[src/rtl/mem_bus_arbiter_if.sv]
// Shared request/response types and the core/memory-facing bundle of the ibus/dbus arbiter.
// The slave modport is the arbiter's view; master is the view of the core and memory.
package mem_bus_arbiter_pkg;
    typedef enum logic [2:0] {
        MSIZE1 = 3'd0,
        MSIZE2 = 3'd1,
        MSIZE4 = 3'd2,
        MSIZE8 = 3'd3
    } msize_t;

    typedef struct packed {
        logic        valid;
        logic [63:0] addr;
    } ibus_req_t;

    typedef struct packed {
        logic        addr_ok;
        logic        data_ok;
        logic [63:0] data;
    } ibus_resp_t;

    typedef struct packed {
        logic        valid;
        logic [63:0] addr;
        msize_t      size;
        logic [7:0]  strobe;
        logic [63:0] data;
    } dbus_req_t;

    typedef struct packed {
        logic        addr_ok;
        logic        data_ok;
        logic [63:0] data;
    } dbus_resp_t;
endpackage

interface mem_bus_arbiter_if;
    import mem_bus_arbiter_pkg::*;

    ibus_req_t   ireq;
    ibus_resp_t  iresp;
    dbus_req_t   dreq;
    dbus_resp_t  dresp;
    logic        mreq_valid;
    logic [63:0] mreq_addr;
    msize_t      mreq_size;
    logic [7:0]  mreq_strobe;
    logic [63:0] mreq_data;
    logic        mresp_ok;
    logic [63:0] mresp_data;

    modport slave (
        input  ireq, dreq, mresp_ok, mresp_data,
        output iresp, dresp, mreq_valid, mreq_addr, mreq_size, mreq_strobe, mreq_data
    );

    modport master (
        output ireq, dreq, mresp_ok, mresp_data,
        input  iresp, dresp, mreq_valid, mreq_addr, mreq_size, mreq_strobe, mreq_data
    );
endinterface

[src/rtl/mem_bus_arbiter.sv]
// Round-robin arbiter sharing one single-port memory between ibus and dbus,
// one outstanding transaction at a time, with a watchdog that force-completes hung accesses.
module mem_bus_arbiter
    import mem_bus_arbiter_pkg::*;
#(
    parameter int TIMEOUT_CYCLES = 1024,
    parameter int CNT_W          = 11
) (
    input  logic              clk,
    input  logic              reset,
    mem_bus_arbiter_if.slave  bus,
    output logic              err
);

    typedef enum logic [1:0] {IDLE, I_BUSY, D_BUSY} state_t;
    typedef enum logic {GNT_I, GNT_D} grant_t;

    state_t             state_q, state_d;
    grant_t             last_grant_q, last_grant_d;
    logic [CNT_W-1:0]   cnt_q, cnt_d;
    logic               err_q, err_d;
    logic               mreq_valid_q, mreq_valid_d;
    logic [63:0]        mreq_addr_q, mreq_addr_d;
    msize_t             mreq_size_q, mreq_size_d;
    logic [7:0]         mreq_strobe_q, mreq_strobe_d;
    logic [63:0]        mreq_data_q, mreq_data_d;
    ibus_resp_t         iresp_c;
    dbus_resp_t         dresp_c;

    logic grant_d, grant_i, timeout, done;
    logic [63:0] resp_data;

    always_comb begin
        state_d       = state_q;
        last_grant_d  = last_grant_q;
        cnt_d         = cnt_q;
        err_d         = err_q;
        mreq_valid_d  = mreq_valid_q;
        mreq_addr_d   = mreq_addr_q;
        mreq_size_d   = mreq_size_q;
        mreq_strobe_d = mreq_strobe_q;
        mreq_data_d   = mreq_data_q;
        iresp_c       = '0;
        dresp_c       = '0;

        // D wins a tie unless it was the last one served
        grant_d   = bus.dreq.valid && (!bus.ireq.valid || last_grant_q == GNT_I);
        grant_i   = bus.ireq.valid && !grant_d;
        timeout   = (cnt_q == CNT_W'(TIMEOUT_CYCLES - 1));
        done      = bus.mresp_ok || timeout;
        resp_data = bus.mresp_ok ? bus.mresp_data : 64'h0;

        unique case (state_q)
            IDLE: begin
                if (grant_d) begin
                    state_d       = D_BUSY;
                    last_grant_d  = GNT_D;
                    cnt_d         = '0;
                    mreq_valid_d  = 1'b1;
                    mreq_addr_d   = bus.dreq.addr;
                    mreq_size_d   = bus.dreq.size;
                    mreq_strobe_d = bus.dreq.strobe;
                    mreq_data_d   = bus.dreq.data;
                end else if (grant_i) begin
                    state_d       = I_BUSY;
                    last_grant_d  = GNT_I;
                    cnt_d         = '0;
                    mreq_valid_d  = 1'b1;
                    mreq_addr_d   = bus.ireq.addr;
                    mreq_size_d   = MSIZE4;
                    mreq_strobe_d = 8'h0;
                    mreq_data_d   = 64'h0;
                end
            end
            I_BUSY, D_BUSY: begin
                if (done) begin
                    if (state_q == I_BUSY) begin
                        iresp_c.addr_ok = 1'b1;
                        iresp_c.data_ok = 1'b1;
                        iresp_c.data    = resp_data;
                    end else begin
                        dresp_c.addr_ok = 1'b1;
                        dresp_c.data_ok = 1'b1;
                        dresp_c.data    = resp_data;
                    end
                    // A real completion on the timeout cycle is not an error
                    if (!bus.mresp_ok) err_d = 1'b1;
                    state_d      = IDLE;
                    mreq_valid_d = 1'b0;
                end else begin
                    cnt_d = cnt_q + 1'b1;
                end
            end
            default: state_d = IDLE;
        endcase

        // An aborted transaction must not leak a response during the reset cycle
        if (reset) begin
            iresp_c = '0;
            dresp_c = '0;
        end
    end

    always_ff @(posedge clk) begin
        if (reset) begin
            state_q       <= IDLE;
            last_grant_q  <= GNT_I;
            cnt_q         <= '0;
            err_q         <= 1'b0;
            mreq_valid_q  <= 1'b0;
            mreq_addr_q   <= 64'h0;
            mreq_size_q   <= MSIZE1;
            mreq_strobe_q <= 8'h0;
            mreq_data_q   <= 64'h0;
        end else begin
            state_q       <= state_d;
            last_grant_q  <= last_grant_d;
            cnt_q         <= cnt_d;
            err_q         <= err_d;
            mreq_valid_q  <= mreq_valid_d;
            mreq_addr_q   <= mreq_addr_d;
            mreq_size_q   <= mreq_size_d;
            mreq_strobe_q <= mreq_strobe_d;
            mreq_data_q   <= mreq_data_d;
        end
    end

    assign bus.iresp       = iresp_c;
    assign bus.dresp       = dresp_c;
    assign bus.mreq_valid  = mreq_valid_q;
    assign bus.mreq_addr   = mreq_addr_q;
    assign bus.mreq_size   = mreq_size_q;
    assign bus.mreq_strobe = mreq_strobe_q;
    assign bus.mreq_data   = mreq_data_q;
    assign err             = err_q;

endmodule

[src/flat_wrapper.sv]
// flat-port wrapper written by rule: the top's interface ports become plain ports
module mem_bus_arbiter_flat import mem_bus_arbiter_pkg::*;
#(
    parameter int TIMEOUT_CYCLES = 1024,
    parameter int CNT_W          = 11
)
  (clk, reset, err, bus_ireq, bus_dreq, bus_mresp_ok, bus_mresp_data, bus_iresp, bus_dresp, bus_mreq_valid, bus_mreq_addr, bus_mreq_size, bus_mreq_strobe, bus_mreq_data);
  mem_bus_arbiter_if bus_i ();
  input  logic clk;
  input  logic reset;
  output logic err;
  input wire logic [$bits(bus_i.ireq)-1:0] bus_ireq;
  input wire logic [$bits(bus_i.dreq)-1:0] bus_dreq;
  input wire logic [$bits(bus_i.mresp_ok)-1:0] bus_mresp_ok;
  input wire logic [$bits(bus_i.mresp_data)-1:0] bus_mresp_data;
  output wire logic [$bits(bus_i.iresp)-1:0] bus_iresp;
  output wire logic [$bits(bus_i.dresp)-1:0] bus_dresp;
  output wire logic [$bits(bus_i.mreq_valid)-1:0] bus_mreq_valid;
  output wire logic [$bits(bus_i.mreq_addr)-1:0] bus_mreq_addr;
  output wire logic [$bits(bus_i.mreq_size)-1:0] bus_mreq_size;
  output wire logic [$bits(bus_i.mreq_strobe)-1:0] bus_mreq_strobe;
  output wire logic [$bits(bus_i.mreq_data)-1:0] bus_mreq_data;
  assign bus_i.ireq = bus_ireq;
  assign bus_i.dreq = bus_dreq;
  assign bus_i.mresp_ok = bus_mresp_ok;
  assign bus_i.mresp_data = bus_mresp_data;
  assign bus_iresp = bus_i.iresp;
  assign bus_dresp = bus_i.dresp;
  assign bus_mreq_valid = bus_i.mreq_valid;
  assign bus_mreq_addr = bus_i.mreq_addr;
  assign bus_mreq_size = bus_i.mreq_size;
  assign bus_mreq_strobe = bus_i.mreq_strobe;
  assign bus_mreq_data = bus_i.mreq_data;
  mem_bus_arbiter #(.TIMEOUT_CYCLES(TIMEOUT_CYCLES), .CNT_W(CNT_W)) u_core (.clk(clk), .reset(reset), .bus(bus_i), .err(err));
endmodule
[config.mk]
export PLATFORM = sky130hd
export DESIGN_NAME = mem_bus_arbiter_flat
export DESIGN_NICKNAME = d
export VERILOG_FILES = /design/src/rtl/mem_bus_arbiter_if.sv /design/src/rtl/mem_bus_arbiter.sv /design/src/flat_wrapper.sv
export SDC_FILE = /design/constraint.sdc
export NUM_CORES = 1
export LEC_CHECK = 0
export CORE_AREA = 8 8 209 211
export CTS_CLUSTER_SIZE = 10
export DETAILED_ROUTE_END_ITERATION = 8
export DIE_AREA = 0 0 217 219
export GPL_ROUTABILITY_DRIVEN = 0
export SLEW_MARGIN = 20
export SYNTH_ARGS = -nofsm -noshare
export SYNTH_HDL_FRONTEND = slang
export SYNTH_SLANG_ARGS = --single-unit
[constraint.sdc]
create_clock -name clk -period 2.3 [get_ports clk]
set_input_delay 0.46 -clock clk [delete_from_list [all_inputs] [get_ports clk]]
set_output_delay 0.46 -clock clk [all_outputs]
set_load 0.01 [all_outputs]
==> flow_summary.json <==
{
  "critPathCaptureType": "output port",
  "final.min_clock_period_ns": 2.63,
  "grt_use_total_pct": 14.8,
  "critical_path_class": "reg2out",
  "fin_crit_sh_pct": 114,
  "ys_top_cells_by_area": "dfxtp_1 (44%), nor2_1 (15%), mux2i_1 (9.2%)",
  "clkSlewWorstSetupHoldPaths_ns": 0.07,
  "synthFlopType": "dfxtp_1",
  "io_buffers": 544,
  "cp_cell_sequence": "inv_4 -> ha_4 -> or3b_4 -> buf_12 -> nor2_2 -> buf_2",
  "fin_skew_ns": 0.00976,
  "grt_pass1_wl_mm": 54.4,
  "drtPass1Iterations": 4,
  "layout.nets": 1725,
  "arrival_ns": 2.17,
  "grt.overflow.total": 0,
  "power.leakage_nw": 6.06,
  "peakVddDrop_uv": 472,
  "post-route-drc-count": 0,
  "timing.rr.start": "u_core.state_q[1]",
  "cts-root-buf": "clkbuf_16",
  "antenna_found_initial": 9,
  "min_path_cells": 3,
  "ys_types": 42,
  "top_layer_used": "met5",
  "finalWirelength_mm": 38.5,
  "yosys-top-cells-count": "nor2_1 (271), dfxtp_1 (155), a22oi_1 (74)",
  "rsz0062_at_grt": "yes",
  "grt_max_degree": 158,
  "dr_wl_met3_mm": 3.11,
  "synth_seq_cells": 155,
  "cts_tree": "yes",
  "reg2reg_slack_ns": 0.33,
  "maxClockFrequency_ghz": 0.380,
  "drv_cap": 0,
  "setup_viol": 130,
  "avgRoutedWirePerCell_um": 19.2,
  "clockBufferDepth": 2,
  "maxSlewHeadroom_pct": 39.0,
  "ys_warn_count": 0,
  "post-route-util_pct": 37.6,
  "synth_top_area_cell": "dfxtp_1",
  "htreeDepth": 4,
  "worstHoldEndpoint": "u_core.bus.mreq_valid",
  "yosysMostFrequentCell": "nor2_1",
  "num_rows": 74,
  "wl_met2_mm": 19.7,
  "cpMaxStageDelayCell": "or3b_4",
  "fp.coreArea_sq_um": 40400,
  "startpoint_type": "register",
  "failed_checks": "negative setup slack",
  "worstHoldPathType": "in2reg",
  "initial_core_util_pct": 17.3,
  "status": "finished, violations left",
  "synth_edf_count": 0,
  "crit_fanout": 19,
  "vias": 8690,
  "worst_hold_slack_ns": 0.366,
  "max_stage_delay_ns": 0.47,
  "layout_setup_ws_ns": -0.331,
  "first_iter_violations": 416,
  "first_global_vias": 8859,
  "r2r_end": "u_core.cnt_q[8]",
  "syn-instance-count": 858,
  "syn_nets": 1134,
  "wl_met1_mm": 14.1,
  "slew_viol_final": 0,
  "ys_seq_area_share_pct": 44.4,
  "via_per_inst": 4.34,
  "drive_above_1_share_pct": 26.2,
  "min-delay-start": "reset",
  "synthArstFlopShare_pct": 0,
  "ant_nets": 0,
  "crit_required_ns": 1.84,
  "timing_hold_violations_final": 0,
  "chipHeight_um": 219,
  "synth_top_area_share_pct": 44.4,
  "cts_buffers": 17,
  "syn_area_sq_um": 6990,
  "die-area_sq_um": 47500,
  "cts.sink_count": 155,
  "insertion_delay_ns": 0.44,
  "timing_worst_slew_pin_value_ns": 0.915,
  "area_delta_synth_final_pct": 117,
  "io_pins": 545,
  "pwr_density_cell_nw_per_um2": 637,
  "avgSynthCellArea_sq_um": 8.15,
  "cts-hold-fix-buffers": 0,
  "dpl.hpwl_mm": 28.7,
  "r2r_cells": 8,
  "fp.dieW_um": 217
}
==> power breakdown <==
part           internal [mW]  total (mW)  switching [mW]
logic                   1.68        3.13            1.46
registers               2.99        3.15           0.164
clock network           2.08        3.39            1.30
==> sequential cells by signal, indices dropped and copies added (netlist names) <==
signal	flops
u_core.bus.mreq_strobe	8
u_core.bus.mreq_data	64
u_core.state_q	2
u_core.last_grant_q	1
u_core.bus.mreq_size	3
u_core.err	1
u_core.bus.mreq_valid	1
u_core.cnt_q	11
u_core.bus.mreq_addr	64
==> worst max-delay path, delay by kind of cell (launching register included) <==
family        cells  cell delay [ns]
simple gates      2             0.65
flops             1             0.36
buf+inv           3             0.43
fa+ha+maj         1             0.28
==> how the worst max path moves through the flow <==
stage                 startpoint             to  slack [ns]  cells after the start
6_report       u_core.state_q[1]  bus_dresp[34]       -0.33                      6
3_5_place_dp   u_core.state_q[1]  bus_dresp[18]       -0.35                      6
3_3_place_gp   u_core.state_q[1]   bus_dresp[0]       -0.28                      6
5_1_grt        u_core.state_q[1]  bus_iresp[40]       -0.38                     11
4_1_cts        u_core.state_q[1]  bus_iresp[40]       -0.33                     11
2_1_floorplan    u_core.cnt_q[0]  bus_iresp[65]        0.11                      5
==> per-layer routing <==
metal	global-route usage, %	up-vias
met1	14.7	4044
met3	5.53	65
met4	6.36	2
li1	-	4182
met2	27.2	397
met5	0	-
==> metrics by stage <==
step / total power, mW / setup slack [ns] / TNS (ns) / instance area [sq um] / std cells
2_1_floorplan: 4.35 / 0.106 / 0 / 6990 / 858
3_3_place_gp: 6.03 / -0.277 / -24.04 / 13400 / 1919
3_5_place_dp: 6.06 / -0.345 / -31.38 / 13400 / 1919
4_1_cts: 9.66 / -0.329 / -24.00 / 14400 / 1984
5_1_grt: 10.2 / -0.381 / -33.52 / 15200 / 2001
6_report: 9.67 / -0.331 / -24.25 / 15200 / 2003
==> placed cells by master, fill, tap and decap left out, drive strengths merged, types with 3 or more instances in the layout <==
cell	instances
diode	9
buf	238
bufinv	6
ha	4
a31oi	4
a211oi	67
clkbuf	20
mux2i	64
a22oi	74
clkdlybuf4s50	410
inv	14
and3	3
o32ai	3
nor2	272
a311oi	5
a21oi	7
o21ai	6
nand2	71
dfxtp	155
nand2b	6
or3	6
==> cells by family (layout without fill, tap and decap cells) <==
kind of cell | count (synthesis) | in the layout | synth area share (%)
other cells | 0 | 9 | 0
fa+ha+maj | 4 | 4 | 0.716
buf+inv | 87 | 690 | 5.26
compound gates | 175 | 175 | 18.6
simple gates | 373 | 374 | 21.8
mux | 64 | 64 | 9.17
flops | 155 | 155 | 44.4
==> what timing repair did <==
action,4_1_cts,5_1_grt
resized for setup,615,200
setup buffers,23,13
pin swaps,11,30
endpoints found under the setup margin,132,136
cloned,11,3
==> final cells by class <==
type / count / area, sq um
clock inverters: 15 / 277
repair buffers: 651 / 6510
inverters: 7 / 28.8
fillers: 4026 / 25200
flip-flops and latches: 155 / 3110
well taps: 532 / 666
diodes: 9 / 22.5
clock buffers: 17 / 425
multi-input cells: 617 / 4140
No activity file was read; power rests on OpenSTA's default activity.
